$ cat src/rtl/master_slave_arbiter_pkg.sv
// ---------------------------------------------------------------------------
// master_slave_arbiter_types
//
// Purpose : shared types and constants for the two-requester round-robin
//           accumulator (master_slave_arbiter) and its picker (rr_picker2).
// Contents:
//   section_e       - FSM sections IDLE / COMPUTE / SEND
//   req_idx_t       - requester index (0 or 1)
//   SAT_*           - width-independent building blocks for the signed
//                     saturation limits; the top assembles them at DATA_W
//   ovf_kind()      - signed-add overflow classifier from the three sign bits
// ---------------------------------------------------------------------------
package master_slave_arbiter_types;

  typedef enum logic [1:0] {
    SEC_IDLE    = 2'd0,
    SEC_COMPUTE = 2'd1,
    SEC_SEND    = 2'd2
  } section_e;

  typedef logic req_idx_t;

  localparam req_idx_t REQ0 = 1'b0;
  localparam req_idx_t REQ1 = 1'b1;

  // Signed max is 0 followed by all ones; signed min is 1 followed by zeros.
  localparam logic SAT_MAX_MSB  = 1'b0;
  localparam logic SAT_MAX_REST = 1'b1;
  localparam logic SAT_MIN_MSB  = 1'b1;
  localparam logic SAT_MIN_REST = 1'b0;

  // Classify a two's-complement addition: bit1 = positive overflow
  // (two non-negative operands gave a negative result), bit0 = negative
  // overflow (two negative operands gave a non-negative result).
  function automatic logic [1:0] ovf_kind(input logic a_msb,
                                          input logic b_msb,
                                          input logic s_msb);
    logic [1:0] kind;
    kind = 2'b00;
    if (!a_msb && !b_msb && s_msb) begin
      kind = 2'b10;
    end else if (a_msb && b_msb && !s_msb) begin
      kind = 2'b01;
    end else begin
      kind = 2'b00;
    end
    return kind;
  endfunction

endpackage

$ cat src/rtl/master_slave_arbiter_rr_picker2.sv
// ---------------------------------------------------------------------------
// rr_picker2
//
// Purpose : combinational two-way round-robin select. When both requesters
//           are asking, the one that was NOT granted last wins; otherwise
//           the single asking requester wins.
// Ports   :
//   sync0, sync1  in  request flags of requester 0 / 1
//   last_grant    in  index of the most recently granted requester
//   valid         out at least one request present
//   idx           out index of the selected requester (REQ0 when !valid)
// ---------------------------------------------------------------------------
module rr_picker2
  import master_slave_arbiter_types::*;
(
  input  logic     sync0,
  input  logic     sync1,
  input  req_idx_t last_grant,
  output logic     valid,
  output req_idx_t idx
);

  // Round-robin selection between the two request flags.
  always_comb begin
    valid = sync0 | sync1;
    idx   = REQ0;
    if (sync0 && sync1) begin
      idx = (last_grant == REQ0) ? REQ1 : REQ0;
    end else if (sync1) begin
      idx = REQ1;
    end else begin
      idx = REQ0;
    end
  end

endmodule

$ cat src/rtl/master_slave_arbiter.sv
// ---------------------------------------------------------------------------
// master_slave_arbiter
//
// Purpose : shares one signed accumulator and one blocking output port
//           between two requesters. A granted requester's value is added to
//           the shared register and the sum is offered on out_data with an
//           out_notify / out_sync handshake. Sections: IDLE -> COMPUTE ->
//           SEND -> IDLE, so grants are at least three cycles apart.
//
// Parameters:
//   DATA_W          data / accumulator width
//   SATURATE        1 = clamp to signed max/min, 0 = two's-complement wrap
//   TIMEOUT_CYCLES  SEND cycles without out_sync before giving up
//                   (only with ARB_TIMEOUT_EN)
//
// Ports:
//   clk                  in   rising-edge clock
//   rst                  in   asynchronous active-low reset
//   req0_data/req0_sync  in   requester 0 value (signed) and valid
//   req1_data/req1_sync  in   requester 1 value (signed) and valid
//   grant0/grant1        out  one-cycle acknowledge, never both high
//   out_data             out  accumulated result
//   out_notify           out  out_data valid, held until accepted
//   out_sync             in   consumer ready
//   busy                 out  high whenever the section is not IDLE
//   err                  out  sticky handshake-timeout flag
//
// Build option:
//   ARB_TIMEOUT_EN  when defined, SEND abandons the handshake after
//                   TIMEOUT_CYCLES cycles and sets err; when undefined SEND
//                   waits forever and err is tied low.
// ---------------------------------------------------------------------------
module master_slave_arbiter
  import master_slave_arbiter_types::*;
#(
  parameter int DATA_W         = 32,
  parameter int SATURATE       = 0,
  parameter int TIMEOUT_CYCLES = 16
) (
  input  logic              clk,
  input  logic              rst,
  input  logic [DATA_W-1:0] req0_data,
  input  logic              req0_sync,
  input  logic [DATA_W-1:0] req1_data,
  input  logic              req1_sync,
  output logic              grant0,
  output logic              grant1,
  output logic [DATA_W-1:0] out_data,
  output logic              out_notify,
  input  logic              out_sync,
  output logic              busy,
  output logic              err
);

  localparam logic [DATA_W-1:0] SAT_MAX = {SAT_MAX_MSB, {(DATA_W-1){SAT_MAX_REST}}};
  localparam logic [DATA_W-1:0] SAT_MIN = {SAT_MIN_MSB, {(DATA_W-1){SAT_MIN_REST}}};

  section_e          state_q,      state_d;
  logic [DATA_W-1:0] shared_q,     shared_d;
  logic [DATA_W-1:0] held_q,       held_d;
  req_idx_t          last_grant_q, last_grant_d;
  logic              grant0_q,     grant0_d;
  logic              grant1_q,     grant1_d;
  logic [DATA_W-1:0] out_data_q,   out_data_d;
  logic              out_notify_q, out_notify_d;
  logic              busy_q,       busy_d;

  logic              pick_valid;
  req_idx_t          pick_idx;
  logic [DATA_W-1:0] sum_wrap;
  logic [1:0]        sum_ovf;
  logic [DATA_W-1:0] sum_res;

`ifdef ARB_TIMEOUT_EN
  localparam int CNT_W = $clog2(TIMEOUT_CYCLES + 1);
  logic [CNT_W-1:0] cnt_q, cnt_d;
  logic             err_q, err_d;
`endif

  rr_picker2 u_picker (
    .sync0      (req0_sync),
    .sync1      (req1_sync),
    .last_grant (last_grant_q),
    .valid      (pick_valid),
    .idx        (pick_idx)
  );

  // Signed accumulate with optional clamping; overflow is judged from the
  // operand and wrapped-result sign bits.
  always_comb begin
    sum_wrap = shared_q + held_q;
    sum_ovf  = ovf_kind(shared_q[DATA_W-1], held_q[DATA_W-1], sum_wrap[DATA_W-1]);
    sum_res  = sum_wrap;
    if ((SATURATE != 0) && sum_ovf[1]) begin
      sum_res = SAT_MAX;
    end else if ((SATURATE != 0) && sum_ovf[0]) begin
      sum_res = SAT_MIN;
    end else begin
      sum_res = sum_wrap;
    end
  end

  // Next-section and next-output logic.
  always_comb begin
    state_d      = state_q;
    shared_d     = shared_q;
    held_d       = held_q;
    last_grant_d = last_grant_q;
    grant0_d     = 1'b0;
    grant1_d     = 1'b0;
    out_data_d   = out_data_q;
    out_notify_d = out_notify_q;
`ifdef ARB_TIMEOUT_EN
    cnt_d        = cnt_q;
    err_d        = err_q;
`endif

    case (state_q)
      SEC_IDLE: begin
        if (pick_valid) begin
          held_d       = (pick_idx == REQ1) ? req1_data : req0_data;
          grant0_d     = (pick_idx == REQ0);
          grant1_d     = (pick_idx == REQ1);
          last_grant_d = pick_idx;
          state_d      = SEC_COMPUTE;
        end else begin
          state_d      = SEC_IDLE;
        end
      end
      SEC_COMPUTE: begin
        shared_d     = sum_res;
        out_data_d   = sum_res;
        out_notify_d = 1'b1;
        state_d      = SEC_SEND;
`ifdef ARB_TIMEOUT_EN
        cnt_d        = {CNT_W{1'b0}};
`endif
      end
      SEC_SEND: begin
        if (out_sync) begin
          out_notify_d = 1'b0;
          state_d      = SEC_IDLE;
        end else begin
`ifdef ARB_TIMEOUT_EN
          // This is the TIMEOUT_CYCLES-th stalled SEND cycle: give up.
          if (cnt_q == CNT_W'(TIMEOUT_CYCLES - 1)) begin
            out_notify_d = 1'b0;
            err_d        = 1'b1;
            state_d      = SEC_IDLE;
          end else begin
            cnt_d        = cnt_q + {{(CNT_W-1){1'b0}}, 1'b1};
            state_d      = SEC_SEND;
          end
`else
          state_d      = SEC_SEND;
`endif
        end
      end
      default: begin
        out_notify_d = 1'b0;
        state_d      = SEC_IDLE;
      end
    endcase

    // busy is registered from the next section so it lines up with state_q.
    busy_d = (state_d != SEC_IDLE);
  end

  // Section, accumulator and registered outputs.
  always_ff @(posedge clk or negedge rst) begin
    if (!rst) begin
      state_q      <= SEC_IDLE;
      shared_q     <= {DATA_W{1'b0}};
      held_q       <= {DATA_W{1'b0}};
      last_grant_q <= REQ1;
      grant0_q     <= 1'b0;
      grant1_q     <= 1'b0;
      out_data_q   <= {DATA_W{1'b0}};
      out_notify_q <= 1'b0;
      busy_q       <= 1'b0;
    end else begin
      state_q      <= state_d;
      shared_q     <= shared_d;
      held_q       <= held_d;
      last_grant_q <= last_grant_d;
      grant0_q     <= grant0_d;
      grant1_q     <= grant1_d;
      out_data_q   <= out_data_d;
      out_notify_q <= out_notify_d;
      busy_q       <= busy_d;
    end
  end

`ifdef ARB_TIMEOUT_EN
  // Handshake timeout counter and sticky error flag.
  always_ff @(posedge clk or negedge rst) begin
    if (!rst) begin
      cnt_q <= {CNT_W{1'b0}};
      err_q <= 1'b0;
    end else begin
      cnt_q <= cnt_d;
      err_q <= err_d;
    end
  end

  assign err = err_q;
`else
  assign err = 1'b0;
`endif

  assign grant0     = grant0_q;
  assign grant1     = grant1_q;
  assign out_data   = out_data_q;
  assign out_notify = out_notify_q;
  assign busy       = busy_q;

endmodule
$ cat config.mk
export PLATFORM = sky130hd
export DESIGN_NAME = master_slave_arbiter
export DESIGN_NICKNAME = d
export VERILOG_FILES = /design/src/rtl/master_slave_arbiter_pkg.sv /design/src/rtl/master_slave_arbiter_rr_picker2.sv /design/src/rtl/master_slave_arbiter.sv
export SDC_FILE = /design/constraint.sdc
export NUM_CORES = 1
export LEC_CHECK = 0
export ABC_CLOCK_PERIOD_IN_PS = 3700
export BUFFER_PORTS_ARGS = -buffer_cell sky130_fd_sc_hd__buf_2
export CORE_ASPECT_RATIO = 0.8
export CORE_UTILIZATION = 35
export DETAILED_ROUTE_END_ITERATION = 12
export SLEW_MARGIN = 0
export SYNTH_ARGS = -nofsm -noshare
export SYNTH_HDL_FRONTEND = slang
export SYNTH_SLANG_ARGS = --single-unit
$ cat constraint.sdc
create_clock -name clk -period 3.7 [get_ports clk]
set_clock_uncertainty 0.05 [all_clocks]
set_input_delay 0.185 -clock clk [delete_from_list [all_inputs] [get_ports clk]]
set_output_delay 0.185 -clock clk [all_outputs]
set_load 0.01 [all_outputs]
# Word level (Yosys, flattened, before mapping)
# Index checks and enable logic that the tools add are counted.
[word_totals]
regBits = 71
inputBits = 69
out_inout_bits = 37
wordCells = 33
[classes]
add_sub_neg = 1
n_eq_ne = 3
n_mux = 13
bitwise_logic = 3
n_reduce_logical = 5
[op_table]
columns = ["op", "count"]
rows = [
  ["$add A32 B32 Y32", 1],
  ["$mux W32", 1],
  ["$mux W1", 9],
  ["$pmux W2 S3", 1],
  ["$reduce_and A2 Y1", 2],
  ["$pmux W1 S3", 1],
  ["$eq A2 B1 Y1 const B", 1],
  ["$eq A2 B2 Y1 const B", 1],
  ["$logic_not A2 Y1", 1],
  ["$mux W2", 1],
  ["$ne A2 B2 Y1 const B", 1],
  ["$not A1 Y1", 2],
  ["$reduce_bool A2 Y1", 1],
  ["$logic_and A1 B1 Y1", 1],
  ["$or A1 B1 Y1", 1],
]

# Longest topological paths before layout
[logic_depth]
ltp_word = 5
mapped_depth = 10
depth_no_buf = 10

# Modules after synthesis
# Synthesis repeated with hierarchy kept, for this count alone.
[unflattened]
hier_cells = 510
hier_area_um2 = 4526.8
[by_module_without_submodules]
columns = ["mod", "instances", "cells_each", "area_each_um2", "seq_area_each_um2"]
rows = [
  ["master_slave_arbiter", 1, 508, 4513.1, 1778.0],
  ["rr_picker2", 1, 2, 13.8, 0.0],
]

# Worst setup path before layout
# OpenSTA, ideal clock, no wires.
[synth_timing]
path_kind = "reg2reg"
startpoint = "register out_data[0] (netlist name)"
endpoint = "register out_data_q[24], in the netlist out_data[24]"
setup_ns = 0.069
arrival_time_ns = 2.611
setup_slack_ns = 0.969
path_stages_with_launch = 11
n_path_buf = 0
synth_period_minus_slack_ns = 2.731
path_cell_list = "dfrtp_1 ha_1 fa_1 a21oi_1 o21ai_1 a211oi_1 o21ai_2 a31oi_4 o211ai_2 a2111oi_0 nand3b_1"
[synth_lines]
columns = ["element", "line_no", "source"]
rows = [
  ["to (signal assigned)", "master_slave_arbiter.sv:178", "out_data_q <= {DATA_W{1'b0}};"],
  ["to (signal assigned)", "master_slave_arbiter.sv:188", "out_data_q <= out_data_d;"],
  ["to (decl)", "master_slave_arbiter.sv:64", "logic [DATA_W-1:0] out_data_q, out_data_d;"],
]

==> flow_summary.ini <==
[outcome]
status = complete, no violations

[worst_setup_path]
cp_max_fo = 4
critPathLaunch = out_data[0]$_DFFE_PN0P_
r2r_cells = 10
crit_type = reg -> reg
critPathCapture = out_data[24]$_DFFE_PN0P_
end_kind = register
worstSetupStartpointType = register
reg2reg_slack_ps = 520
rr_startpoint = out_data[0]$_DFFE_PN0P_
cp.required_ps = 3910
timing.rr.end = out_data[24]$_DFFE_PN0P_
cp.arrival_ps = 3390

[logic_synthesis]
async_reset_ff_frac = 1.00
syn_area_per_cell_um2 = 9.27
synth_edf_count = 0
netlist_instances = 484
ys.flop_type = dfrtp_1
synthTopCellsByArea = dfrtp_1 (39%), ha_1 (8.6%), a222oi_1 (7.1%)
synth_top_cell_by_area = dfrtp_1
yosysMostFrequentCell = dfrtp_1
synth_top_area_share = 0.391
synth-seq-area-share = 0.396
yosys.cell_types.count = 58
synth_area_um2 = 4490
synth_nets = 585
ys_top_cells_by_count = dfrtp_1 (70), nand2_1 (52), inv_1 (41)
synth_seq_cells = 71
yosys_warnings = 0

[hold_path]
hold_class = in -> async

[routing]
first_iter_violations = 273
wire_per_inst_um = 16.3
route.detailed.drc = 0
num_vias = 4084
drt-total-wl_um = 12200
ant_nets = 0
vias_per_cell = 5.44
drtPass1Iterations = 7

[die]
row_count = 36
io_pins = 106
core_um2 = 12300
start_util = 0.363
die_y_um = 103
die_x_um = 129
dieArea_um2 = 13300

[timing]
final-max-slew-violation-count = 0
fin_tns_setup_ps = 0
min_period_ps = 3180
rsz0062_at_grt = false
worst_pin_slew_ps = 923
fin_hold_ws_ps = 21.1
setup_viol = 0
final_hold_viol_count = 0
relSlewSlack = 0.385
clock.fmax_mhz = 315
fin_crit_sh = 0.858

[place]
io_buffers = 104
dp_hpwl_um = 8880
gp_congestion = 0.874

[global_route]
grt_use_total = 0.192
antenna_found_initial = 0
grt_overflow = 0
grt_pass1_vias = 3870
grt_pass1_wl_um = 19800
grt_max_degree = 72

[pwr]
pwr_density_cell_nw_per_um2 = 1110
power_leakage_nw = 2.77
ir_drop_uv = 372

[layout]
multi_input_area_um2 = 2440
n_antenna_cell = 0
regArea_um2 = 1780
area_delta_synth_final_pct = 21.1
final_layout_size_suffix_gt1_frac = 0.229
nFillCells = 1254
fin_nets = 677

[cts]
cts.hold.buffers_added = 0
worstSkewPairLatency_ps = 330
postCtsSetupRepairBufs = 0
cts_resized = 0
clock-sinks = 71
cts_tree = done
htreeDepth = 3
cts-root-buf = clkbuf_16
path_clk_slew_ps = 50
cts_buffers = 9
cts_buffer_depth = 2

[run]
maxCapViolCount = 0
-- critical path: stages, from the launching register on --
cell and delay [ps]:
dfrtp_1 400, ha_1 240, fa_1 400, a21oi_1 240, o21ai_1 150, a211oi_1 480, o21ai_2 180, a31oi_4 240
o211ai_2 160, a2111oi_0 410, nand3b_1 160
-- stage by stage --
step                instance area, µm²  setup WS [ps]  instances  total power, mW   util
floorplan                         4490            969        484             4.23      -
global placement                  5150            626        736             5.13  0.418
detailed placement                5150            503        736             5.21  0.418
CTS                               5430            473        751             6.08  0.440
global route                      5430            231        751             6.62  0.440
finish                            5430            525        751             6.04  0.440
-- cell families after synthesis --
| family | share of synthesized area |
|---|---|
| compound gates | 0.280 |
| xor+xnor | 0.0391 |
| flops | 0.396 |
| fa+ha+maj | 0.0909 |
| simple gates | 0.129 |
| buf+inv | 0.0614 |
| other cells | 0.000836 |
| mux | 0.00223 |
-- worst min-delay path by stage --
stage                   from                endpoint  slack (ps)  cells after the start
6_report                 rst   held_q[4]$_DFFE_PN0P_          20                      2
5_1_grt        req0_data[15]  held_q[15]$_DFFE_PN0P_          30                      3
4_1_cts        req0_data[31]  held_q[31]$_DFFE_PN0P_          10                      3
3_5_place_dp   req0_data[31]  held_q[31]$_DFFE_PN0P_         360                      3
3_3_place_gp   req0_data[31]  held_q[31]$_DFFE_PN0P_         350                      3
2_1_floorplan            rst          busy$_DFF_PN0_        -160                      0
-- sequential cells by signal, summed over array words and instances (netlist names) --
signal and cells:
out_notify 1, state_q 2, last_grant_q 1, grant0 1, grant1 1, out_data 32
held_q 32, busy 1
-- layout by cell type, fill, tap and decap left out, types with 3 or more instances in the layout --
cell	instances
buf_2	104
dfrtp_1	70
nand2_1	52
inv_1	41
a222oi_1	32
ha_1	31
a21oi_1	28
o21ai_0	28
a21o_1	21
o21bai_1	13
nand3_1	12
nor2_1	11
xnor2_1	11
nand4_1	9
xor2_1	9
clkbuf_16	9
and3_1	7
a31oi_1	6
nor3_1	6
buf_4	6
o21ai_1	4
o21a_1	4
nand2b_1	4
nor2b_1	4
a211oi_1	4
a2111oi_0	3
o211ai_1	3
o2111ai_1	3
and2_1	3
clkbuf_8	3
clkbuf_1	3
-- per-layer routing --
metal,global-route usage,wire length (µm),part of all wire
met1,0.262,5940,0.49
met2,0.314,5470,0.45
met3,0.0432,748,0.061
met4,0.0398,80,0.0065
met5,0,0,0
-- power breakdown --
part,internal (mW),total [mW],leakage [nW],switching [mW]
Sequential,1.18,1.48,0.866,0.305
Combinational,1.52,3.74,1.77,2.22
Clock,0.506,0.819,0.136,0.313
Total,3.20,6.04,2.77,2.84
-- cell type report --
| type | instances | share of cell area |
|---|---|---|
| Multi-Input combinational cell | 343 | 0.450 |
| Timing Repair Buffer | 110 | 0.104 |
| Sequential cell | 71 | 0.327 |
| Inverter | 41 | 0.0283 |
| Clock buffer | 15 | 0.0511 |
| Tap cell | 171 | 0.0394 |
No activity file was read; power rests on OpenSTA's default activity.
